[config.mk]
export PLATFORM = sky130hd
export DESIGN_NAME = map_ram_arbiter
export DESIGN_NICKNAME = d
export VERILOG_FILES = /design/src/rtl/map_ram_arbiter.sv
export SDC_FILE = /design/constraint.sdc
export NUM_CORES = 1
export LEC_CHECK = 0
export BUFFER_PORTS_ARGS = -buffer_cell sky130_fd_sc_hd__buf_4
export CAP_MARGIN = 5
export CORE_AREA = 3 3 60 62
export DETAILED_ROUTE_END_ITERATION = 12
export DIE_AREA = 0 0 63 65
export PLACE_DENSITY = 0.73
export SKIP_CTS_REPAIR_TIMING = 1
export SLEW_MARGIN = 10
export SYNTH_ARGS = -nofsm -noshare
export SYNTH_HDL_FRONTEND = slang
export SYNTH_SLANG_ARGS = --single-unit
export TNS_END_PERCENT = 1
[constraint.sdc]
create_clock -name clk -period 2.4 [get_ports clk]
set_clock_uncertainty 0.1 [all_clocks]
set_input_delay 0.36 -clock clk [delete_from_list [all_inputs] [get_ports clk]]
set_output_delay 0.36 -clock clk [all_outputs]
set_load 0.01 [all_outputs]
[src/rtl/map_ram_arbiter.sv]
// Arbitrates the single-port tile map RAM between video scan-out, movement lookup and pellet-clear writes.
// Optional MAP_ARB_STATS_EN adds saturating vid_miss / write-grant statistics counters.
module map_ram_arbiter #(
  parameter int MAP_DEPTH    = 1152,
  parameter int ADDR_W       = 11,
  parameter int DATA_W       = 4,
  parameter int STARVE_LIMIT = 15
) (
  input  logic              clk,
  input  logic              rst,
  input  logic              vid_req,
  input  logic [ADDR_W-1:0] vid_addr,
  output logic              vid_rvalid,
  output logic [DATA_W-1:0] vid_rdata,
  output logic              vid_miss,
  input  logic              mv_req,
  input  logic [ADDR_W-1:0] mv_addr,
  output logic              mv_gnt,
  output logic              mv_rvalid,
  output logic [DATA_W-1:0] mv_rdata,
  input  logic              wr_req,
  input  logic [ADDR_W-1:0] wr_addr,
  input  logic [DATA_W-1:0] wr_data,
  output logic              wr_gnt,
  output logic              ram_en,
  output logic              ram_we,
  output logic [ADDR_W-1:0] ram_addr,
  output logic [DATA_W-1:0] ram_wdata,
  input  logic [DATA_W-1:0] ram_rdata
`ifdef MAP_ARB_STATS_EN
  ,
  output logic [15:0]       stat_vid_miss,
  output logic [15:0]       stat_wr_cnt
`endif
);

  localparam logic [1:0]      OWN_NONE = 2'd0;
  localparam logic [1:0]      OWN_VID  = 2'd1;
  localparam logic [1:0]      OWN_MV   = 2'd2;
  localparam logic [3:0]      LIMIT    = 4'(STARVE_LIMIT);
  localparam logic [ADDR_W:0] DEPTH_L  = (ADDR_W + 1)'(MAP_DEPTH);

  logic [3:0]        starve_mv_q, starve_mv_d;
  logic [3:0]        starve_wr_q, starve_wr_d;
  logic              rr_q, rr_d;          // 0 = mv next, 1 = wr next
  logic [1:0]        rd_owner_q, rd_owner_d;
  logic              rd_zero_q, rd_zero_d;
  logic [DATA_W-1:0] vid_hold_q, mv_hold_q;

  logic              gnt_vid;
  logic              force_mv, force_wr;
  logic              in_range;
  logic [DATA_W-1:0] rd_val;

  assign force_mv = mv_req && (starve_mv_q >= LIMIT);
  assign force_wr = wr_req && (starve_wr_q >= LIMIT);

  always_comb begin
    gnt_vid   = 1'b0;
    mv_gnt    = 1'b0;
    wr_gnt    = 1'b0;
    vid_miss  = 1'b0;
    rr_d      = rr_q;
    // Nothing may be granted while reset is held, so outputs drop at once.
    if (!rst) begin
      if (force_mv && force_wr) begin
        mv_gnt = ~rr_q;
        wr_gnt = rr_q;
        rr_d   = ~rr_q;
      end else if (force_mv) begin
        mv_gnt = 1'b1;
      end else if (force_wr) begin
        wr_gnt = 1'b1;
      end else if (vid_req) begin
        gnt_vid = 1'b1;
      end else if (mv_req && wr_req) begin
        mv_gnt = ~rr_q;
        wr_gnt = rr_q;
        rr_d   = ~rr_q;
      end else if (mv_req) begin
        mv_gnt = 1'b1;
      end else if (wr_req) begin
        wr_gnt = 1'b1;
      end
      vid_miss = vid_req && (force_mv || force_wr);
    end
  end

  always_comb begin
    ram_addr = '0;
    if (gnt_vid)     ram_addr = vid_addr;
    else if (mv_gnt) ram_addr = mv_addr;
    else if (wr_gnt) ram_addr = wr_addr;
  end

  assign in_range  = {1'b0, ram_addr} < DEPTH_L;
  assign ram_en    = (gnt_vid || mv_gnt || wr_gnt) && in_range;
  assign ram_we    = wr_gnt && in_range;
  assign ram_wdata = wr_gnt ? wr_data : '0;

  always_comb begin
    rd_owner_d = OWN_NONE;
    if (gnt_vid)     rd_owner_d = OWN_VID;
    else if (mv_gnt) rd_owner_d = OWN_MV;
    rd_zero_d   = ~in_range;
    starve_mv_d = (mv_req && !mv_gnt) ? ((starve_mv_q == 4'hF) ? 4'hF : starve_mv_q + 4'd1) : 4'd0;
    starve_wr_d = (wr_req && !wr_gnt) ? ((starve_wr_q == 4'hF) ? 4'hF : starve_wr_q + 4'd1) : 4'd0;
  end

  // Out-of-range reads return the empty tile instead of whatever the RAM last drove.
  assign rd_val     = rd_zero_q ? '0 : ram_rdata;
  assign vid_rvalid = (rd_owner_q == OWN_VID);
  assign mv_rvalid  = (rd_owner_q == OWN_MV);
  assign vid_rdata  = vid_rvalid ? rd_val : vid_hold_q;
  assign mv_rdata   = mv_rvalid ? rd_val : mv_hold_q;

  always_ff @(posedge clk or posedge rst) begin
    if (rst) begin
      starve_mv_q <= '0;
      starve_wr_q <= '0;
      rr_q        <= 1'b0;
      rd_owner_q  <= OWN_NONE;
      rd_zero_q   <= 1'b0;
      vid_hold_q  <= '0;
      mv_hold_q   <= '0;
    end else begin
      starve_mv_q <= starve_mv_d;
      starve_wr_q <= starve_wr_d;
      rr_q        <= rr_d;
      rd_owner_q  <= rd_owner_d;
      rd_zero_q   <= rd_zero_d;
      vid_hold_q  <= vid_rdata;
      mv_hold_q   <= mv_rdata;
    end
  end

`ifdef MAP_ARB_STATS_EN
  logic [15:0] stat_vid_miss_q, stat_wr_cnt_q;

  always_ff @(posedge clk or posedge rst) begin
    if (rst) begin
      stat_vid_miss_q <= '0;
      stat_wr_cnt_q   <= '0;
    end else begin
      if (vid_miss && (stat_vid_miss_q != 16'hFFFF)) stat_vid_miss_q <= stat_vid_miss_q + 16'd1;
      if (wr_gnt && (stat_wr_cnt_q != 16'hFFFF))     stat_wr_cnt_q   <= stat_wr_cnt_q + 16'd1;
    end
  end

  assign stat_vid_miss = stat_vid_miss_q;
  assign stat_wr_cnt   = stat_wr_cnt_q;
`endif

endmodule

* After elaboration in Yosys (flattened, before gate mapping)
Cells that the tools add are included.
** Operators by class
- Add/sub/neg operators :: 2
- Bitwise gates (word level) :: 3
- Multiplexer cells :: 39
- $lt $le $gt $ge :: 3
- Reductions and logical operators :: 16
- Equality and inequality tests :: 7
** Operator list (count)
- $mux W11 :: 3
- $mux W4 :: 8
- $mux W1 :: 26
- $lt A11 B11 Y1 const B :: 1
- $logic_and A1 B1 Y1 :: 9
- $add A4 B1 Y4 const B :: 2
- $eq A4 B4 Y1 const B :: 2
- $ge A4 B4 Y1 const B :: 2
- $ne A2 B1 Y1 const B :: 3
- $reduce_and A5 Y1 :: 1
- $mux W2 :: 2
- $logic_or A1 B1 Y1 :: 3
- $not A1 Y1 :: 3
- $eq A2 B1 Y1 const B :: 1
- $eq A2 B2 Y1 const B :: 1
- $logic_not A1 Y1 :: 2
- $reduce_bool A2 Y1 :: 1
** Storage, ports and cells
- Output and inout port bits :: 30
- Flip-flop bits (word level) :: 20
- Bits of input ports :: 46

* Longest topological paths before layout
Gate-level depths: netlist of run 1.
- Depth in word-level cells :: 13
- Gate-level depth with buffers :: 8
- Gate-level depth less buffers :: 7

* Worst setup path before layout of run 1
OpenSTA, ideal clock, no wires.
- Path kind :: register to output
- From :: register starve_mv_q[0]
- To :: output ram_en
- Stages on the path, launching flop included :: 8
- Slack :: -0.323 ns
- Data required time :: 1.940 ns
- Arrival time :: 2.263 ns
- Path buffers :: 0
- Cells stage by stage :: dfrtp_1 -> ha_1 -> and3_4 -> maj3_2 -> o2111a_2 -> a221o_1 -> o31a_1 -> nor2_1
** Between the ends
- Word-level cells in the longest chain between the ends :: 10
** Ends and longest elaborated chain
- from (decl) :: line 43 : logic [3:0] starve_mv_q, starve_mv_d;
- from (signal assigned) :: line 127 : starve_mv_q <= starve_mv_d;
- $ge A4 B4 Y1 * :: line 55 : assign force_mv = mv_req && (starve_mv_q >= LIMIT);
- $logic_and A1 B1 Y1 * :: line 55
- $mux W1 or $logic_and A1 B1 Y1 (tied branches) :: line 70, 66
- $mux W1 :: line 66 : if (force_mv && force_wr) begin
- $mux W1 :: line 65 : if (!rst) begin
- $mux W11 :: line 93 : else if (wr_gnt) ram_addr = wr_addr;
- $mux W11 :: line 92 : else if (mv_gnt) ram_addr = mv_addr;
- $mux W11 * :: line 91 : if (gnt_vid) ram_addr = vid_addr;
- net ram_addr[7] :: line 27 : output logic [ADDR_W-1:0] ram_addr,
- $lt A11 B11 Y1 * :: line 96 : assign in_range = {1'b0, ram_addr} < DEPTH_L;
- $logic_and A1 B1 Y1 * :: line 97 : assign ram_en = (gnt_vid || mv_gnt || wr_gnt) && in_range;
- to (decl) :: line 25 : output logic ram_en,
The timed path passes the listed nets; every way through them passes the cells marked *.

* Worst setup path after layout of run 1
- From :: register starve_mv_q[0]
- To :: output ram_we
** Between the ends
- Word-level cells in the longest chain between the ends :: 10
** Ends and longest elaborated chain
- $ge A4 B4 Y1 * :: line 55
- $logic_and A1 B1 Y1 * :: line 55
- $mux W1 or $logic_and A1 B1 Y1 (tied branches) :: line 70, 66
- $mux W1 :: line 66
- $mux W1 :: line 65
- $mux W11 :: line 93
- $mux W11 :: line 92
- $mux W11 :: line 91
- $lt A11 B11 Y1 :: line 96
- $logic_and A1 B1 Y1 * :: line 98 : assign ram_we = wr_gnt && in_range;
- to (decl) :: line 26 : output logic ram_we,
Every way passes the cells marked *; elsewhere a longest branch is shown, timed or not.

==> impl_metrics.tcl, run 1 <==
set metrics [dict create \
    rows 20 \
    clk_latency_ps 290 \
    cts_buffer_depth 2 \
    cts_root_buf "clkbuf_4" \
    cp_slowest_stage_delay_ps 400 \
    internal_power_mw 0.714 \
    die_h_um 65 \
    dr.pass1.iters 4 \
    synthSimpleGateAreaFrac_pct 23.5 \
    grt_max_degree 19 \
    avgSynthCellArea_um2 8.96 \
    pwr-share-seq_pct 40.9 \
    violations "negative setup slack" \
    ys_seq_area_share_pct 42.6 \
    crit-reg2reg-capture "rd_zero_q" \
    place_area_um2 1930 \
    cp.arrival_ps 2530 \
    worstSetupEndpoint "ram_we" \
    use_met3_pct 6.76 \
    viasPerCell 4.97 \
    area_growth_pct 73.9 \
    fin_area_um2 2040 \
    netlist.area_leader.share_pct 42.6 \
    antenna_found_initial 0 \
    synth_top_family_by_area "simple AND/OR/NAND/NOR gates" \
    core_area_um2 3080 \
    power_leakage_nw 1.10 \
    grt_pass1_wl_mm 5.92 \
    ys.flop_type "dfrtp_1" \
    cts.clk_slew.worst_paths_ps 110 \
    drt_wl_total_mm 3.63 \
    synth_fp_nets 179 \
    crit_path_start "starve_mv_q[0]" \
    finalCriticalPeriod_ps 2990 \
    antenna_left 0 \
    synth_seq_cells 20 \
    r2r-start "starve_mv_q[0]" \
    tns_ps -7640 \
    finish.net_count 279 \
    numCtsBuffers 3 \
    cts.sinks 20 \
    cp_cell_sequence "ha_2 -> and3_4 -> maj3_2 -> o2111a_2 -> buf_8 -> a21bo_4 -> o41ai_2 -> and2_1 -> buf_6" \
    power_per_cell_area_nw_per_um2 496 \
    start_kind "flip-flop" \
    slowest_stage "dfrtp_1" \
    gr-usage-met1_pct 19.3 \
    combPwrFrac_pct 40.8 \
    synth_cell_types 33 \
    die-area_um2 4100 \
    switching_share_pct 29.5 \
    crit_path_end_kind "output pin" \
    max-vdd-ir-drop_v 0.000189 \
    wire_per_inst_um 13.2 \
    tightest_slew_ps 324 \
    max_cap_violations 0 \
    synth_edf_count 0 \
    drt_iter0_markers 70 \
    place_ws_ps -285 \
    start_util_pct 38.1 \
    syn_inst 131 \
    rsz0062_at_grt "true" \
    drc_errors 0 \
    ys_top_cells_by_area "dfrtp_1 (43%), a222oi_1 (7.7%), nand2b_1 (4.8%)" \
    final.period_utilization_pct 125 \
    r2r_cells 7 \
    synthAdderAreaFrac_pct 3.09 \
    syn_area_um2 1170 \
    pin_count 76 \
    r2r_slack_ps 30 \
    muxShareOfSynthArea_pct 0 \
    io_buffers 75 \
    hold_viol 0 \
    synthXorXnorAreaFrac_pct 0.746 \
    top_usage_layer "met2" \
    max_freq_ghz 0.334 \
    worst_slack_ps -595 \
    grt_pass1_vias 1445 \
    hpwl_mm 2.98 \
    slew_headroom_pct 78.4 \
    synth_top_cell_by_area "dfrtp_1" \
    synth_warnings 0 \
    grt-ovfl-total 0 \
    hold_path.class "in2async" \
    via_count 1362 \
    drive_above_1_share_pct 49.6 \
    die_w_um 63 \
    status "finished, violations left" \
    tritoncts "done" \
    p_sw_mw 0.299 \
    drv_slew 0 \
    synth-compound-area-share_pct 23.5 \
    finalSetupViolCount 19 \
    use_met2_pct 32.7 \
    gp_congestion 0.842 \
    worstSetupPathType "reg2out" \
    grt_use_total_pct 17.8 \
    synth_async_sr_flop_share_pct 100 \
    p_clk_share_pct 18.3 \
    hold_slack_ps 72.2 \
    antennaDiodeCount 0 \
    path_max_fanout 7 \
    cp.required_ps 1940 \
    h-tree-depth 1 \
]
[registers in the layout, indices dropped and copies added (netlist names)]
signal       cells
mv_hold_q        4
starve_mv_q      4
starve_wr_q      4
vid_hold_q       4
rd_owner_q       2
rd_zero_q        1
rr_q             1
[placed cells by master, fill, tap and decap left out, types with 3 or more instances in the layout]
| cell | count |
|---|---|
| nand2_1 | 11 |
| a222oi_1 | 9 |
| and2_1 | 7 |
| clkbuf_4 | 3 |
| nor2_1 | 9 |
| nor3_1 | 5 |
| o21ai_0 | 10 |
| buf_4 | 97 |
| nand2b_1 | 9 |
| dfrtp_1 | 20 |
| nand3_1 | 3 |
| inv_1 | 14 |
[kinds of logic (layout without fill, tap and decap cells)]
| kind of cell | after synthesis | count (layout) |
|---|---|---|
| compound gates | 35 | 35 |
| xor+xnor | 1 | 1 |
| fa+ha+maj | 3 | 3 |
| buf+inv | 20 | 119 |
| flops | 20 | 20 |
| simple gates | 52 | 52 |
[stage by stage]
step	total power [mW]	instances	util [%]
6_report	1.01	274	66.3
5_1_grt	1.09	274	66.3
4_1_cts	1.01	269	63.9
3_5_place_dp	0.821	265	62.7
3_3_place_gp	0.808	265	62.7
2_1_floorplan	0.592	131	-
[how the worst min path moves through the flow]
stage                           to  slack (ps)  cells after the start
CTS                 starve_wr_q[0]         -20                      3
global placement    starve_wr_q[1]         320                      3
global route        starve_mv_q[2]          90                      3
finish              starve_mv_q[0]          70                      3
floorplan             mv_hold_q[0]         260                      1
detailed placement  starve_wr_q[0]         320                      3
[worst max-delay path: cells and delay by family, from the launching register on]
kind / cells / cell delay, ps
AOI/OAI and AO/OA: 3 / 770
buffers and inverters: 2 / 230
DFF: 1 / 400
and+or+nand+nor: 2 / 330
adders and majority gates: 2 / 500
[power by group through the flow]
stage / logic (mW) / clock network (mW) / registers (mW)
finish: 0.413 / 0.185 / 0.415
global route: 0.456 / 0.208 / 0.421
CTS: 0.401 / 0.198 / 0.415
detailed placement: 0.399 / 0 / 0.422
global placement: 0.390 / 0 / 0.418
floorplan: 0.173 / 0 / 0.418
[synthesized netlist by cell type (2+ instances only)]
| library cell | count |
|---|---|
| nor2_1 | 10 |
| buf_2 | 2 |
| nor3_1 | 5 |
| clkbuf_1 | 4 |
| nand3_1 | 3 |
| a221oi_1 | 2 |
| nor3b_1 | 2 |
| dfrtp_1 | 20 |
| a222oi_1 | 9 |
| ha_1 | 2 |
| a21oi_1 | 2 |
| a221o_1 | 2 |
| inv_1 | 14 |
| nand2b_1 | 9 |
| o21ai_0 | 10 |
| a31oi_1 | 2 |
| and2_1 | 7 |
| nand2_1 | 11 |
[routing by layer]
metal  vias to the layer above  part of all wire (%)
li1                        672                     -
met1                       621                    40
met2                        67                    48
met3                         2                    12
met4                         0                  0.30
met5                         -                     0
[final cells by class]
type                            count  area (um2)
Timing Repair Buffer              101         776
Fill cell                         264        1040
Multi-Input combinational cell     91         621
Tap cell                           44        55.1
Inverter                           14        52.6
Clock buffer                        4        36.3
Sequential cell                    20         500
Note: power is estimated with default switching activity, not from simulation.
==> run 2, diff against run 1 <==
--- a/config.mk
+++ b/config.mk
@@ -12,7 +12,7 @@
 export DIE_AREA = 0 0 63 65
 export PLACE_DENSITY = 0.73
 export SKIP_CTS_REPAIR_TIMING = 1
-export SLEW_MARGIN = 10
+export SKIP_LAST_GASP = 1
 export SYNTH_ARGS = -nofsm -noshare
 export SYNTH_HDL_FRONTEND = slang
 export SYNTH_SLANG_ARGS = --single-unit
==> impl_metrics.tcl, run 2 (synthesis gave the netlist of run 1 again) <==
set metrics [dict create \
    status "finished, violations left" \
    violations "negative setup slack" \
    hold_viol 0 \
    wire_per_inst_um 13.0 \
    cp.depth 9 \
    crit_path_end_kind "output pin" \
    drive_above_1_share_pct 49.1 \
    die_h_um 65 \
    core_area_um2 3080 \
    final_cell_mix "buf_4 (98), dfrtp_1 (20), inv_1 (14), nand2_1 (11), o21ai_0 (10)" \
    antenna_left 0 \
    tns_ps -7620 \
    grt-ovfl-total 0 \
    die_w_um 63 \
    cts_root_buf "clkbuf_4" \
    tritoncts "done" \
    die-area_um2 4100 \
    final_common_cell "buf_4" \
    power_per_cell_area_nw_per_um2 497 \
    final.period_utilization_pct 125 \
    antennaDiodeCount 0 \
    place_ws_ps -285 \
    start_util_pct 38.1 \
    cts.sinks 20 \
    viasPerCell 4.95 \
    finish.net_count 279 \
    cp.required_ps 1940 \
    grt_pass1_vias 1445 \
    cp_slowest_stage_delay_ps 400 \
    cts_buffer_depth 2 \
    grt_use_total_pct 17.8 \
    drt_wl_total_mm 3.56 \
    dr.pass1.iters 4 \
    drc_errors 0 \
    cp.arrival_ps 2540 \
    max-vdd-ir-drop_v 0.000185 \
    h-tree-depth 1 \
    worstSetupPathType "reg2out" \
    clk_latency_ps 290 \
    numCtsBuffers 3 \
    hpwl_mm 2.98 \
    r2r_cells 7 \
    path_max_fanout 7 \
    hold_slack_ps 62.8 \
    cts.clk_slew.worst_paths_ps 110 \
    final_cells 274 \
    dpl.cell_count 265 \
    crit_family "compound AO/OA/AOI/OAI gates" \
    utilization_pct 66.0 \
    crit_buf_inv 2 \
    gp_congestion 0.842 \
    cp_cell_sequence "ha_2 -> and3_4 -> maj3_2 -> o2111a_2 -> buf_8 -> a21bo_4 -> o41ai_2 -> and2_1 -> buf_6" \
    fillers 261 \
    area_growth_pct 73.0 \
    rows 20 \
    pin_count 76 \
    io_buffers 75 \
    tightest_slew_ps 303 \
    drv_slew 0 \
    start_kind "flip-flop" \
    power_leakage_nw 1.10 \
    grt_max_degree 19 \
    max_cap_violations 0 \
    grt_pass1_wl_mm 5.92 \
    max_freq_ghz 0.333 \
    finalCriticalPeriod_ps 3000 \
    hold_path.class "in2async" \
    drt_iter0_markers 55 \
    worst_slack_ps -604 \
    finalSetupViolCount 19 \
    antenna_found_initial 0 \
    rsz0062_at_grt "true" \
    slowest_stage "dfrtp_1" \
    via_count 1356 \
    slew_headroom_pct 79.8 \
]
run 2: cell counts in the layout (fill, tap and decap cells not counted):
Identical to the previous run, type by type.
run 2: path summary, 6_finish.rpt:
kind	end	slack (ps)	start
max in group asynchronous	starve_wr_q[2]	1570	rst
worst max register to register	rd_zero_q	20	starve_mv_q[0]
min in group clk	rd_owner_q[1]	280	mv_req
worst min register to register	vid_hold_q[0]	410	vid_hold_q[0]
worst min-delay path	starve_mv_q[0]	60	rst
worst max-delay path	ram_we	-600	starve_mv_q[0]
run 2: cell type report:
| class | instances | area [um2] | area share (%) |
|---|---|---|---|
| repair buffers | 101 | 772 | 38.0 |
| well taps | 44 | 55.1 | 2.71 |
| flip-flops and latches | 20 | 500 | 24.6 |
| multi-input cells | 91 | 614 | 30.3 |
| inverters | 14 | 52.6 | 2.59 |
| clock buffers | 4 | 36.3 | 1.79 |
run 2: routing by layer:
layer | wire, um | vias to the layer above | track usage [%]
met5 | 0 | - | 0
met4 | 11 | 0 | 4.13
met3 | 428 | 2 | 6.76
met2 | 1700 | 65 | 32.7
met1 | 1420 | 616 | 19.3
li1 | - | 673 | -
run 2: report_power, final:
group / internal [mW] / total (mW) / switching [mW]
sequential: 0.391 / 0.415 / 0.0233
combinational: 0.229 / 0.410 / 0.181
clock: 0.0924 / 0.185 / 0.0930
total: 0.713 / 1.01 / 0.298
run 2: worst register-to-register path: cells and delay by family (launching register included):
family / cells / cell delay [ps]
AO/OA/AOI/OAI: 3 / 990
adder cells (fa/ha/maj): 2 / 500
flip-flops: 1 / 400
AND/OR/NAND/NOR: 1 / 150
buffers and inverters: 1 / 140
run 2: through the flow:
step           power [mW]  area, um2
3_3_place_gp        0.808       1930
4_1_cts              1.01       1970
2_1_floorplan       0.592       1180
6_report             1.01       2030
5_1_grt              1.08       2030
3_5_place_dp        0.821       1930
==> run 3, diff against run 2 <==
--- a/config.mk
+++ b/config.mk
@@ -5,7 +5,7 @@
 export SDC_FILE = /design/constraint.sdc
 export NUM_CORES = 1
 export LEC_CHECK = 0
-export BUFFER_PORTS_ARGS = -buffer_cell sky130_fd_sc_hd__buf_4
+export BUFFER_PORTS_ARGS = -buffer_cell sky130_fd_sc_hd__buf_2
 export CAP_MARGIN = 5
 export CORE_AREA = 3 3 60 62
 export DETAILED_ROUTE_END_ITERATION = 12
==> impl_metrics.tcl, run 3 (synthesis gave the netlist of run 1 again) <==
set metrics [dict create \
    status "finished, violations left" \
    violations "negative setup slack" \
    antennaDiodeCount 0 \
    drv_slew 0 \
    max-vdd-ir-drop_v 0.000195 \
    path_max_fanout 4 \
    tritoncts "done" \
    antenna_left 0 \
    cts_root_buf "clkbuf_4" \
    finalCriticalPeriod_ps 2980 \
    power_leakage_nw 1.05 \
    r2r_cells 8 \
    cts.sinks 20 \
    antenna_found_initial 0 \
    hpwl_mm 2.72 \
    finalSetupViolCount 19 \
    slowest_stage "dfrtp_1" \
    drc_errors 0 \
    via_count 1347 \
    io_buffers 75 \
    dr.pass1.iters 6 \
    cp_cell_sequence "ha_2 -> and3_4 -> maj3_2 -> o2111a_2 -> buf_8 -> a21bo_2 -> o41ai_2 -> and2_1 -> buf_2" \
    grt_pass1_wl_mm 5.31 \
    grt-ovfl-total 0 \
    drive_above_1_share_pct 50.4 \
    r2r_slack_ps 70 \
    clk_latency_ps 300 \
    final.period_utilization_pct 124 \
    worst_slack_ps -582 \
    cp_slowest_stage_delay_ps 400 \
    cts_buffer_depth 2 \
    crit_buf_inv 2 \
    cp.depth 9 \
    tightest_slew_ps 315 \
    grt_max_degree 20 \
    grt_pass1_vias 1303 \
    max_cap_violations 0 \
    tns_ps -7020 \
    crit-reg2reg-capture "rd_zero_q" \
    area_growth_pct 57.5 \
    power_per_cell_area_nw_per_um2 516 \
    viasPerCell 4.92 \
    core_area_um2 3080 \
    max_freq_ghz 0.335 \
    drt_iter0_markers 47 \
    pin_count 76 \
    total_power_mw 0.953 \
    slew_headroom_pct 79.0 \
    hold_viol 0 \
    fillers 270 \
    final_cell_mix "buf_2 (75), buf_4 (24), dfrtp_1 (20), inv_1 (14), nand2_1 (11)" \
    rows 20 \
    crit_family "compound AO/OA/AOI/OAI gates" \
    die_w_um 63 \
    final_cells 274 \
    r2r-start "starve_mv_q[1]" \
    drt_wl_total_mm 3.23 \
    die_h_um 65 \
    place_ws_ps -306 \
    rsz0062_at_grt "true" \
    dpl.cell_count 268 \
    cp.arrival_ps 2520 \
    hold_path.class "in2async" \
    wire_per_inst_um 11.8 \
    start_util_pct 38.1 \
    gp_congestion 0.771 \
    final_common_cell "buf_2" \
    finish.net_count 279 \
    crit_path_end_kind "output pin" \
    h-tree-depth 1 \
    start_kind "flip-flop" \
    cp.required_ps 1940 \
    numCtsBuffers 3 \
    worstSetupPathType "reg2out" \
    cts.clk_slew.worst_paths_ps 110 \
    grt_use_total_pct 16.1 \
    die-area_um2 4100 \
]
[run 3: changes by cell type in the layout (fill, tap and decap cells not counted)]
cell	previous run	this run
a21bo_4	1	0
a221oi_1	2	0
ha_1	1	0
buf_6	1	0
a21bo_2	0	1
a221oi_2	0	2
ha_2	1	2
buf_2	0	75
buf_4	98	24
[run 3: final cells by class]
class	instances	area, um2	share of cell area, %
clock buffers	4	36.3	1.96
inverters	14	52.6	2.84
multi-input cells	91	623	33.7
flip-flops and latches	20	500	27.1
well taps	44	55.1	2.98
repair buffers	101	581	31.4
[run 3: metal layers]
metal  share of wire (%)  GRT usage [%]  routed length [um]  vias up
met4                0.99           4.96                  32        0
met3                  10           4.51                 338        4
li1                    -              -                   -      674
met5                   0              0                   0        -
met2                  45           28.1                1450       73
met1                  44           19.1                1410      596
[run 3: worst max path at each step]
stage,start,to,slack (ps)
floorplan,starve_mv_q[0],ram_we,-270
global placement,starve_mv_q[1],ram_we,-310
finish,starve_mv_q[1],ram_we,-580
detailed placement,starve_mv_q[1],ram_en,-310
CTS,starve_mv_q[1],ram_we,-660
global route,starve_mv_q[0],ram_we,-670
[run 3: worst register-to-register path, stage by stage, from the launching register on]
cell and delay, ps:
dfrtp_1 400, ha_2 190, and3_4 150, maj3_2 320, o2111a_2 300, buf_8 130
a21bo_2 200, o31a_1 320, buf_4 150
[run 3: report_power, final]
part | switching, mW | total [mW] | internal, mW
sequential | 0.0216 | 0.413 | 0.391
combinational | 0.174 | 0.347 | 0.173
clock | 0.101 | 0.194 | 0.0926
total | 0.296 | 0.953 | 0.657
[run 3: stage by stage]
stage | hold slack (ps) | cell area [um2] | utilization [%]
6_report | 13.1 | 1850 | 60.0
5_1_grt | 43.0 | 1850 | 60.0
4_1_cts | -63.0 | 1800 | 58.5
3_5_place_dp | 267 | 1760 | 57.3
3_3_place_gp | 264 | 1760 | 57.3
2_1_floorplan | 257 | 1180 | -
